### src/rtl/mux_pkg.sv
// Shared definitions for the 8:1 serializer: FSM state encoding and the
// bit-index constants that define where a word starts and ends.
package mux_pkg;

  // FSM state encoding; PARITY is only reachable when SER_PARITY_EN is defined.
  typedef enum logic [1:0] {
    IDLE   = 2'd0,
    SHIFT  = 2'd1,
    PARITY = 2'd2
  } state_t;

  // Bit index of the first bit presented for each bit order.
  localparam logic [2:0] FIRST_LSB = 3'd0;
  localparam logic [2:0] FIRST_MSB = 3'd7;

endpackage

### src/rtl/serializer_8x1_if.sv
// Handshake bundle for serializer_8x1: parallel load side, serial side and
// the observe signals (bit index and FSM state).
//
// Valid/ready rule on both sides: a transfer happens on a rising clk edge
// where valid && ready. A source that raises valid keeps it high with its
// data unchanged until that transfer; ready may change freely.
interface serializer_8x1_if;

  logic                  load_valid;
  logic [7:0]            load_data;
  logic                  load_ready;
  logic                  ser_ready;
  logic                  ser_valid;
  logic                  ser_out;
  logic                  ser_last;
  logic [2:0]            sel;
  mux_pkg::state_t       state;

  // Environment side: supplies words and consumes bits.
  modport master (
    output load_valid, load_data, ser_ready,
    input  load_ready, ser_valid, ser_out, ser_last, sel, state
  );

  // Serializer side.
  modport slave (
    input  load_valid, load_data, ser_ready,
    output load_ready, ser_valid, ser_out, ser_last, sel, state
  );

endinterface

### src/rtl/mux_8x1.sv
// Plain 8:1 bit select used as the serializer's output data path.
module mux_8x1 (
  input  logic [7:0] inp,
  input  logic [2:0] sel,
  output logic       out
);

  assign out = inp[sel];

endmodule

### src/rtl/serializer_8x1.sv
// 8-bit parallel-to-serial converter with valid/ready on both sides.
// A word loaded on one edge is presented bit by bit from the next cycle;
// a new word may be accepted on the final-bit transfer for gap-free output.
// Optional feature macro: SER_PARITY_EN appends an even-parity bit per word.
module serializer_8x1
  import mux_pkg::*;
#(
  parameter bit MSB_FIRST = 1'b0
) (
  input  logic         clk,
  input  logic         rst_n,
  serializer_8x1_if.slave bus
);

  localparam logic [2:0] START_IDX = MSB_FIRST ? FIRST_MSB : FIRST_LSB;
  localparam logic [2:0] LAST_IDX  = MSB_FIRST ? FIRST_LSB : FIRST_MSB;

  state_t     state_q;
  state_t     state_d;
  logic [7:0] holding_q;
  logic [2:0] sel_q;
  logic       mux_bit;
  logic       ser_valid;
  logic       ser_out;
  logic       ser_last;
  logic       load_ready;
  logic       load;
  logic       xfer;
`ifdef SER_PARITY_EN
  logic       parity_q;
`endif

  mux_8x1 u_mux (
    .inp (holding_q),
    .sel (sel_q),
    .out (mux_bit)
  );

  // A new word can enter when idle or when the final bit leaves this cycle.
  assign load_ready = (state_q == IDLE) || (ser_last && bus.ser_ready);
  assign load       = bus.load_valid && load_ready;
  assign xfer       = ser_valid && bus.ser_ready;

  // Output decode from the current state; idle drives all zeros.
  always_comb begin
    ser_valid = 1'b0;
    ser_out   = 1'b0;
    ser_last  = 1'b0;
    case (state_q)
      SHIFT: begin
        ser_valid = 1'b1;
        ser_out   = mux_bit;
`ifndef SER_PARITY_EN
        ser_last  = (sel_q == LAST_IDX);
`endif
      end
`ifdef SER_PARITY_EN
      PARITY: begin
        ser_valid = 1'b1;
        ser_out   = parity_q;
        ser_last  = 1'b1;
      end
`endif
      default: ;
    endcase
  end

  // Next-state logic; a load on the final transfer keeps the FSM in SHIFT.
  always_comb begin
    state_d = state_q;
    case (state_q)
      IDLE: begin
        if (load) state_d = SHIFT;
      end
      SHIFT: begin
        if (xfer && (sel_q == LAST_IDX)) begin
`ifdef SER_PARITY_EN
          state_d = PARITY;
`else
          state_d = load ? SHIFT : IDLE;
`endif
        end
      end
`ifdef SER_PARITY_EN
      PARITY: begin
        if (xfer) state_d = load ? SHIFT : IDLE;
      end
`endif
      default: state_d = IDLE;
    endcase
  end

  // FSM state register.
  always_ff @(posedge clk) begin
    if (!rst_n) state_q <= IDLE;
    else        state_q <= state_d;
  end

  // Holding register, bit index and parity accumulator; all frozen on a stall.
  always_ff @(posedge clk) begin
    if (!rst_n) begin
      holding_q <= 8'h00;
      sel_q     <= START_IDX;
`ifdef SER_PARITY_EN
      parity_q  <= 1'b0;
`endif
    end else if (load) begin
      holding_q <= bus.load_data;
      sel_q     <= START_IDX;
`ifdef SER_PARITY_EN
      parity_q  <= 1'b0;
`endif
    end else if (xfer && (state_q == SHIFT)) begin
`ifdef SER_PARITY_EN
      parity_q  <= parity_q ^ mux_bit;
`endif
      if (sel_q == LAST_IDX) sel_q <= START_IDX;
      else if (MSB_FIRST)    sel_q <= sel_q - 3'd1;
      else                   sel_q <= sel_q + 3'd1;
    end
  end

  assign bus.load_ready = load_ready;
  assign bus.ser_valid  = ser_valid;
  assign bus.ser_out    = ser_out;
  assign bus.ser_last   = ser_last;
  assign bus.sel        = sel_q;
  assign bus.state      = state_q;

endmodule

### src/flat_wrapper.sv
// flat-port wrapper written by rule: the top's interface ports become plain ports
module serializer_8x1_flat import mux_pkg::*;
#(
  parameter bit MSB_FIRST = 1'b0
)
  (clk, rst_n, bus_load_valid, bus_load_data, bus_ser_ready, bus_load_ready, bus_ser_valid, bus_ser_out, bus_ser_last, bus_sel, bus_state);
  serializer_8x1_if bus_i ();
  input  logic clk;
  input  logic rst_n;
  input wire logic [$bits(bus_i.load_valid)-1:0] bus_load_valid;
  input wire logic [$bits(bus_i.load_data)-1:0] bus_load_data;
  input wire logic [$bits(bus_i.ser_ready)-1:0] bus_ser_ready;
  output wire logic [$bits(bus_i.load_ready)-1:0] bus_load_ready;
  output wire logic [$bits(bus_i.ser_valid)-1:0] bus_ser_valid;
  output wire logic [$bits(bus_i.ser_out)-1:0] bus_ser_out;
  output wire logic [$bits(bus_i.ser_last)-1:0] bus_ser_last;
  output wire logic [$bits(bus_i.sel)-1:0] bus_sel;
  output wire logic [$bits(bus_i.state)-1:0] bus_state;
  assign bus_i.load_valid = bus_load_valid;
  assign bus_i.load_data = bus_load_data;
  assign bus_i.ser_ready = bus_ser_ready;
  assign bus_load_ready = bus_i.load_ready;
  assign bus_ser_valid = bus_i.ser_valid;
  assign bus_ser_out = bus_i.ser_out;
  assign bus_ser_last = bus_i.ser_last;
  assign bus_sel = bus_i.sel;
  assign bus_state = bus_i.state;
  serializer_8x1 #(.MSB_FIRST(MSB_FIRST)) u_core (.clk(clk), .rst_n(rst_n), .bus(bus_i));
endmodule
### config.mk
export PLATFORM = sky130hd
export DESIGN_NAME = serializer_8x1_flat
export DESIGN_NICKNAME = d
export VERILOG_FILES = /design/src/rtl/mux_pkg.sv /design/src/rtl/serializer_8x1_if.sv /design/src/rtl/mux_8x1.sv /design/src/rtl/serializer_8x1.sv /design/src/flat_wrapper.sv
export SDC_FILE = /design/constraint.sdc
export NUM_CORES = 1
export LEC_CHECK = 0
export ABC_AREA = 1
export CAP_MARGIN = 20
export CORE_MARGIN = 2
export CORE_UTILIZATION = 45
export CTS_BUF_LIST = sky130_fd_sc_hd__clkbuf_16
export CTS_CLUSTER_SIZE = 12
export DETAILED_ROUTE_END_ITERATION = 10
export PLACE_DENSITY = 0.8
export REMOVE_ABC_BUFFERS = 1
export SETUP_SLACK_MARGIN = 0.2
export SYNTH_ARGS = -nofsm -noshare
export SYNTH_HDL_FRONTEND = slang
export SYNTH_SLANG_ARGS = --single-unit
### constraint.sdc
create_clock -name clk -period 2.6 [get_ports clk]
set_input_delay 0.65 -clock clk [delete_from_list [all_inputs] [get_ports clk]]
set_output_delay 0.65 -clock clk [all_outputs]
set_load 0.05 [all_outputs]
Word-level counts from Yosys, hierarchy flattened

Index checks and enable logic that the tools add are counted.

Add/subtract/negate cells: 1
$lt $le $gt $ge: 1
Equal/unequal tests: 4
Muxes and demuxes: 10
Bitwise logic cells: 1
Reduce and logical (&&, ||, !) cells: 9

Operators with widths:

| kind                | count |
|---|---|
| $logic_and 1x1->1   | 5 |
| $mux 1              | 5 |
| $lt 3x4->1 const B  | 1 |
| $mux 2              | 2 |
| $ne 2x1->1 const B  | 2 |
| $pmux 2 s2          | 1 |
| $add 3x1->3 const B | 1 |
| $bmux 1 s3          | 1 |
| $eq 3x3->1 const B  | 1 |
| $mux 3              | 1 |
| $eq 2x1->1 const B  | 1 |
| $logic_not 2->1     | 1 |
| $reduce_and 2->1    | 1 |
| $reduce_or 2->1     | 1 |
| $logic_or 1x1->1    | 1 |
| $not 1->1           | 1 |

Flip-flop bits (word level): 13
Input port bits: 12
Output and inout bits: 9
Logic and storage cells: 29

Logic depth before layout (Yosys ltp)

Gate-level depths: netlist of the first run.

Depth in word-level cells: 8
Gate-level depth with buffers: 8
Mapped depth without buffers: 7

By module

From an unflattened synthesis of the first run, not the netlist that was laid out.

Cells, all modules: 114
Area, all modules: 701.9 um2

Modules (own cells, without submodules):

| module         | instances | cells each | area an instance (um2) | seq. area each (um2) |
|---|---|---|---|---|
| serializer_8x1 | 1         | 86         | 591.8                  | 240.2 |
| mux_8x1        | 1         | 28         | 110.1                  | 0.0 |

Worst setup path after synthesis of the first run

Ideal clock, no wire load.

Path type: register to output
Start: register u_core.sel_q[0], in the netlist u_core.bus.sel[0]
End: output port bus_ser_out
Data arrival time: 1.871 ns
Required time: 1.950 ns
Slack: 0.079 ns
Cell stages (with the launch flop): 7
Buffers on the path: 0
Cell sequence: dfxtp_1 -> inv_1 -> nand2_1 -> nand3_1 -> nand3_1 -> nand2_1 -> nor2_1

Word-level cells in the longest chain between the ends: 3

RTL lines:

| item                         | line                  | text |
|---|---|---|
| start, declared              | serializer_8x1.sv:21  | `logic [2:0] sel_q;` |
| start signal, assigned       | serializer_8x1.sv:118 | `else if (MSB_FIRST) sel_q <= sel_q - 3'd1;` |
| start signal, assigned       | serializer_8x1.sv:119 | `else sel_q <= sel_q + 3'd1;` |
| $bmux 1 s3                   | mux_8x1.sv:8          | `assign out = inp[sel];` |
| $mux 1 (not written as such) | mux_8x1.sv:8          |  |
| $mux 1                       | serializer_8x1.sv:49  | `case (state_q)` |
| end, declared                | flat_wrapper.sv:15    | `output wire logic [$bits(bus_i.ser_out)-1:0] bus_ser_out;` |

Every way passes these cells. The select of a mux whose other input is x is not followed.

Worst setup path after layout of the first run

Start: register u_core.sel_q[0], in the netlist u_core.bus.sel[0]
End: output port bus_sel[0]

RTL lines:

| item          | line               | text |
|---|---|---|
| end, declared | flat_wrapper.sv:17 | `output wire logic [$bits(bus_i.sel)-1:0] bus_sel;` |

No word-level cell between the ends.

==> results of run 1 <==
-- area by class of cell --
type / count / area [um2]
clock buffer: 3 / 75.07
fill: 103 / 406.6
inverter: 11 / 41.29
multi-input combinational: 52 / 275.3
sequential: 12 / 240.2
tap: 15 / 18.77
timing repair buffer: 19 / 195.2
-- state kept, by name, summed over array words and instances (netlist names) --
| register | cells |
|---|---|
| u_core.bus.sel | 3 |
| u_core.bus.state | 1 |
| u_core.holding_q | 8 |
-- layout by cell type (no fill, tap or decap) --
cell and count:
conb_1 1, o21ai_0 8, a21oi_2 2, nor3_1 1, a21oi_1 9, nand2_4 2
nand3_1 7, nand2_1 15, clkdlybuf4s50_1 16, dfxtp_1 12, buf_4 2, a21boi_0 1
clkbuf_16 3, ha_1 2, inv_1 11, nor2_1 3, buf_12 1, nand2_2 1
-- worst min-delay path: stages, from the launching register on --
cell and delay (ns):
dfxtp_1 0.29, inv_1 0.06, a21oi_1 0.05
-- report_power, final --
group | internal (uW) | switching (uW)
combinational | 39.0 | 54.5
clock | 200 | 75.7
sequential | 197 | 7.03
-- stage by stage --
| stage | utilization [%] | total power (uW) | hold slack (ns) | instances |
|---|---|---|---|---|
| after floorplan | - | 260.8 | 0.4286 | 75 |
| after global placement | 61.54 | 298.8 | 0.4445 | 109 |
| after detailed placement | 61.54 | 300.8 | 0.4513 | 109 |
| after CTS | 67.53 | 574.9 | 0.4567 | 112 |
| after global routing | 67.53 | 593.1 | 0.4712 | 112 |
| final | 67.53 | 573.5 | 0.4510 | 112 |
-- routing by layer --
| metal | wire, um | vias up | share of wire (%) |
|---|---|---|---|
| met5 | 0 | - | 0 |
| met4 | 42 | 0 | 3.2 |
| met3 | 73 | 7 | 5.6 |
| met2 | 627 | 18 | 48 |
| met1 | 554 | 240 | 43 |
| li1 | - | 288 | - |
-- cells by family after synthesis --
| kind of cell | count (synthesis) |
|---|---|
| buffers and inverters | 14 |
| adders and majority gates | 2 |
| AOI/OAI and AO/OA | 20 |
| DFF | 12 |
| and+or+nand+nor | 29 |
| other | 1 |
-- worst max-delay path by stage --
| stage | to | slack (ns) | start |
|---|---|---|---|
| 3_5_place_dp | bus_load_ready | 0.43 | bus_ser_ready |
| 4_1_cts | bus_sel[0] | 0.37 | u_core.bus.sel[0] |
| 3_3_place_gp | bus_load_ready | 0.44 | bus_ser_ready |
| 6_report | bus_sel[0] | 0.36 | u_core.bus.sel[0] |
| 5_1_grt | bus_sel[0] | 0.31 | u_core.bus.sel[0] |
| 2_1_floorplan | bus_ser_out | 0.06 | u_core.bus.sel[0] |
==> run_results.csv, run 1 <==
group,metric,value,unit
synthesis,async_reset_ff_share,0,%
global_routing,gr-usage-met2,30.65,%
worst_setup_path,cp-start-kind,"register",
drt,drt-wirelength-per-cell,11.58,um
clock_network,h-tree-depth,1,
clock_network,cts_tree,"done",
synthesis,synth_top_family_by_area,"simple AND/OR/NAND/NOR gates",
sta,period_share,86.12,%
power,p_leak,0.0003631,uW
die,dieArea,1609,um2
hold_path,worstHoldStart,"u_core.holding_q[4]",
worst_setup_path,worstSetupEndpointType,"output pin",
global_routing,gr-total-overflow,0,
sta,max_slew_margin,66.58,%
sta,finalMaxSlewViolations,0,
sta,setup_viol,0,
die,start_util,46.85,%
sta,layout_setup_ws,0.3608,ns
global_routing,antenna_found_initial,0,
synthesis,ys_ff_latch,12,
hold_path,min_to,"u_core.holding_q[4]",
synthesis,synth.distinct_cells,16,
placed_design,place_ws,0.4307,ns
sta,fin_setup_tns,0,ns
synthesis,yosys_warnings,0,
worst_setup_path,cp.arrival,1.59,ns
synthesis,synthXorXnorAreaFrac,0,%
hold_path,worst_hold_path_type,"reg2reg",
layout,areaGrowthSynthToFinish,44.14,%
sta,fin_worst_skew,0.001104,ns
worst_setup_path,cp_top_family,"buffers and inverters",
global_routing,grt_use_total,19.28,%
worst_setup_path,cp.depth,1,
clock_network,cts_setup_buffers,0,
die,core,1252,um2
clock_network,cts.clk_slew.worst_paths,0.04,ns
die,fp.dieW,40.11,um
worst_setup_path,reg2reg_from,"u_core.bus.sel[0]",
synthesis,yosysSeqAreaShare,40.94,%
drt,drt_pre_antenna_iters,4,
drt,drc,0,
sta,fin_crit,2.239,ns
clock_network,cts.path.max_buffers,2,
synthesis,syn_inst,78,
drt,drt_wl_total,1.297,mm
sta,fmax,446.6,MHz
worst_setup_path,critPathMaxStageDelay,0.86,ns
clock_network,cts_resized,0,
synthesis,synth_top_cell_area_share,40.94,%
global_routing,grt_max_degree,19,
worst_setup_path,r2r_cells,7,
sta,worst_pin_slew,0.4998,ns
run,maxCapViolCount,0,
worst_setup_path,criticalPathCategory,"reg2out",
worst_setup_path,r2r_setup_slack,1.04,ns
worst_setup_path,cp_cell_sequence,"clkdlybuf4s50_1",
power,p_per_area,678.0,nW/um2
layout,nets,113,
worst_setup_path,r2r_end,"u_core.holding_q[2]",
drt,num_vias,553,
synthesis,ys_top_cells_by_count,"nand2_1, dfxtp_1, inv_1",
drt,detail-route-antenna-nets,0,
clock_network,cts-root-buf,"clkbuf_16",
synthesis,yosys.area.top_type,"dfxtp_1",
placed_design,hpwl,868.1,um
layout,antenna_cells,0,
placed_design,dpl_cell_area,770.7,um2
global_routing,globalRoute.busiestLayer,"met2",
synthesis,syn_area_per_cell,7.523,um2
power,vdd_drop_max,0.5098,mV
die,ioPinCount,21,
die,die_y,40.11,um
synthesis,synthFlopType,"dfxtp_1",
placed_design,portBuffers,19,
sta,rsz0062_at_grt,"false",
die,core.rowCount,13,
global_routing,grt_pass1_wl,1.966,mm
synthesis,syn_area,586.8,um2
clock_network,cts_buffers,3,
worst_setup_path,cp_slowest_cell,"clkdlybuf4s50_1",
synthesis,synth_compound_area_share,18.76,%
synthesis,post-synth-top-count-cell,"nand2_1",
sta,hold_viol_final,0,
drt,routed_via_density,4.938,
outcome,status,"completed",
clock_network,clk_latency,0.24,ns
synthesis,synth-simple-area-share,23.24,%
hold_path,hold-path-cell-count,2,
worst_setup_path,crit_fanout,9,
synthesis,synth_fa_ha_area_share,4.264,%
worst_setup_path,path_buf_inv,1,
placed_design,routabilityCongestion,0.7707,
layout,final_area,845.8,um2
worst_setup_path,required,1.95,ns
drt,drtIter0Drc,5,
global_routing,grt_use_met3,7.222,%
synthesis,yosys-top-cells-area,"dfxtp_1, nand2_1, a21oi_1",
layout,layout-drive-gt1-share,11.34,%
synthesis,synthMuxAreaShare,0,%
clock_network,hold_buffers,0,
global_routing,grt_pass1_vias,456,
clock_network,clock_sinks,12,
synthesis,synth_edf_count,0,
global_routing,use_met1,22.15,%
Power figures use the tool's default switching activity.
==> inputs of run 2 (changes only) <==
--- a/config.mk
+++ b/config.mk
@@ -8,13 +8,14 @@
 export ABC_AREA = 1
 export CAP_MARGIN = 20
 export CORE_MARGIN = 2
-export CORE_UTILIZATION = 45
+export CORE_UTILIZATION = 48
 export CTS_BUF_LIST = sky130_fd_sc_hd__clkbuf_16
 export CTS_CLUSTER_SIZE = 12
 export DETAILED_ROUTE_END_ITERATION = 10
-export PLACE_DENSITY = 0.8
+export PLACE_DENSITY = 0.81
 export REMOVE_ABC_BUFFERS = 1
 export SETUP_SLACK_MARGIN = 0.2
 export SYNTH_ARGS = -nofsm -noshare
 export SYNTH_HDL_FRONTEND = slang
+export SYNTH_HIERARCHICAL = 1
 export SYNTH_SLANG_ARGS = --single-unit
==> run 2 against run 1 <==
Net effect: die area is 11% higher; non-clock buffer count is 1 higher; register-to-register slack worse by 0.16 ns; clock power hardly changed; routed wire length is 20% higher; highest routed layer unchanged; first-iteration DRC count grew to 4.8 times the previous value; largest cell class unchanged.
==> run_results.csv, run 2 <==
group,metric,value,unit
clock_network,cts.clk_slew.worst_paths,0.04,ns
layout,nets,147,
sta,setup_viol,0,
placed_design,portBuffers,19,
synthesis,yosysSeqAreaShare,34.22,%
sta,max_slew_margin,60.47,%
layout,layout-drive-gt1-share,7.576,%
global_routing,gr-total-overflow,0,
worst_setup_path,path_buf_inv,1,
synthesis,yosys-top-cells-area,"dfxtp_1, nand2_1, inv_1",
sta,layout_setup_ws,0.3638,ns
worst_setup_path,criticalPathCategory,"reg2out",
sta,fin_setup_tns,0,ns
clock_network,hold_buffers,0,
synthesis,synth_top_cell_area_share,34.22,%
hold_path,worst_hold_path_type,"reg2reg",
clock_network,h-tree-depth,1,
worst_setup_path,critPathMaxStageDelay,0.87,ns
worst_setup_path,r2r_cells,8,
die,start_util,52.63,%
die,die_y,42.24,um
synthesis,syn_area,701.9,um2
drt,num_vias,730,
layout,areaGrowthSynthToFinish,37.08,%
drt,drtIter0Drc,24,
layout,antenna_cells,0,
clock_network,cts_buffers,3,
placed_design,dpl_cell_area,883.3,um2
worst_setup_path,cp_top_family,"buffers and inverters",
drt,drt_pre_antenna_iters,4,
sta,hold_viol_final,0,
drt,drc,0,
placed_design,hpwl,1.042,mm
synthesis,yosys.area.top_type,"dfxtp_1",
global_routing,grt_use_total,20.12,%
power,p_per_area,621.8,nW/um2
synthesis,synthFlopType,"dfxtp_1",
drt,detail-route-antenna-nets,0,
sta,rsz0062_at_grt,"false",
die,core,1334,um2
sta,holdWs,0.4764,ns
worst_setup_path,cp.arrival,1.59,ns
power,p_leak,0.0004888,uW
clock_network,cts_setup_buffers,0,
drt,drt_wl_total,1.555,mm
drt,routed_via_density,4.966,
synthesis,ys_top_cells_by_count,"nand2_1, inv_1, nand3_1",
run,maxCapViolCount,0,
die,dieArea,1784,um2
global_routing,grt_max_degree,19,
layout,final_common_cell,"nand2_1",
hold_path,hold-path-cell-count,2,
worst_setup_path,cp_cell_sequence,"clkdlybuf4s50_1",
clock_network,clock_sinks,12,
synthesis,yosys_warnings,6,
worst_setup_path,cp.depth,1,
clock_network,cts.path.max_buffers,2,
synthesis,syn_inst,114,
clock_network,cts_tree,"done",
layout,final_area,962.2,um2
layout,top_register,"u_core/holding_q",
die,ioPinCount,21,
layout,mostFrequentLayoutCells,"nand2_1, inv_1, clkdlybuf4s50_1",
sta,worst_pin_slew,0.5911,ns
worst_setup_path,worstSetupEndpointType,"output pin",
worst_setup_path,cp-start-kind,"register",
placed_design,place_ws,0.4872,ns
sta,period_share,86.01,%
worst_setup_path,required,1.95,ns
sta,fin_worst_skew,0.003059,ns
die,fp.dieW,42.24,um
global_routing,grt_pass1_wl,2.704,mm
sta,finalMaxSlewViolations,0,
global_routing,grt_pass1_vias,667,
layout,largest_reg_flops,8,
synthesis,ys_ff_latch,12,
synthesis,syn_area_per_cell,6.157,um2
synthesis,synth_edf_count,0,
synthesis,async_reset_ff_share,0,%
clock_network,clk_latency,0.24,ns
die,core.rowCount,13,
synthesis,synth.distinct_cells,16,
clock_network,cts-root-buf,"clkbuf_16",
sta,fin_crit,2.236,ns
synthesis,post-synth-top-count-cell,"nand2_1",
worst_setup_path,cp_slowest_cell,"clkdlybuf4s50_1",
global_routing,antenna_found_initial,0,
placed_design,routabilityCongestion,0.7061,
power,vdd_drop_max,0.3369,mV
drt,drt-wirelength-per-cell,10.58,um
sta,fmax,447.2,MHz
worst_setup_path,crit_fanout,9,
outcome,status,"completed",
clock_network,cts_resized,0,
## run 2: cell count changes after synthesis, moves of 2 or more
cell / delta
a21oi_2: -2
buf_2: +2
inv_1: +12
nand2_1: +18
nand2_4: -2
nand3_1: +6
nor2_1: +8
o21a_1: +2
o21ai_0: -8
## run 2: worst register-to-register path: cells and delay by family (launching register included)
kind          cells  cell delay [ns]
flops             1             0.48
buf+inv           1             0.24
fa+ha+maj         2             0.38
simple gates      5             0.51
## run 2: area by class of cell
class,instances,area (um2)
timing repair buffer,20,202.7
inverter,24,90.09
tap,15,18.77
fill,112,371.6
sequential,12,240.2
clock inverter,1,3.754
clock buffer,3,75.07
multi-input combinational,72,331.6
## run 2: report_power, final
group	switching, uW	leakage, uW	internal [uW]
Sequential	9.22	0.0000989	197
Clock	76.9	0.0000385	202
Combinational	65.1	0.000351	47.5
Total	151	0.000489	447
## run 2: cells by family (layout without fill, tap and decap cells)
kind of cell | Yosys count | after routing | synth area share (%)
other | 1 | 1 | 0.5342
buffers and inverters | 30 | 48 | 18.54
AOI/OAI and AO/OA | 11 | 11 | 9.447
DFF | 12 | 12 | 34.22
adders and majority gates | 2 | 2 | 3.564
and+or+nand+nor | 58 | 58 | 33.69
## run 2: stage by stage
stage / power [uW] / util, % / instances
5_1_grt: 621.9 / 72.14 / 147
3_5_place_dp: 320.5 / 66.23 / 143
6_report: 598.2 / 72.14 / 147
4_1_cts: 602.4 / 72.14 / 147
2_1_floorplan: 273.7 / - / 108
3_3_place_gp: 317.3 / 66.23 / 143
## run 2: per-layer routing
metal / GRT usage (%) / share of wire, % / up-vias
met5: 0 / 0 / -
met4: 11.25 / 0.51 / 0
met3: 3.879 / 5.7 / 2
met2: 34.77 / 48 / 31
met1: 22.83 / 45 / 320
li1: - / - / 377
## run 2: worst paths after layout
check                 startpoint                   to  slack [ns]
max            u_core/bus.sel[0]           bus_sel[0]        0.36
min          u_core/holding_q[3]  u_core/holding_q[3]        0.48
max reg2reg    u_core/bus.sel[0]    u_core/bus.sel[1]        0.88
min reg2reg  u_core/holding_q[3]  u_core/holding_q[3]        0.48
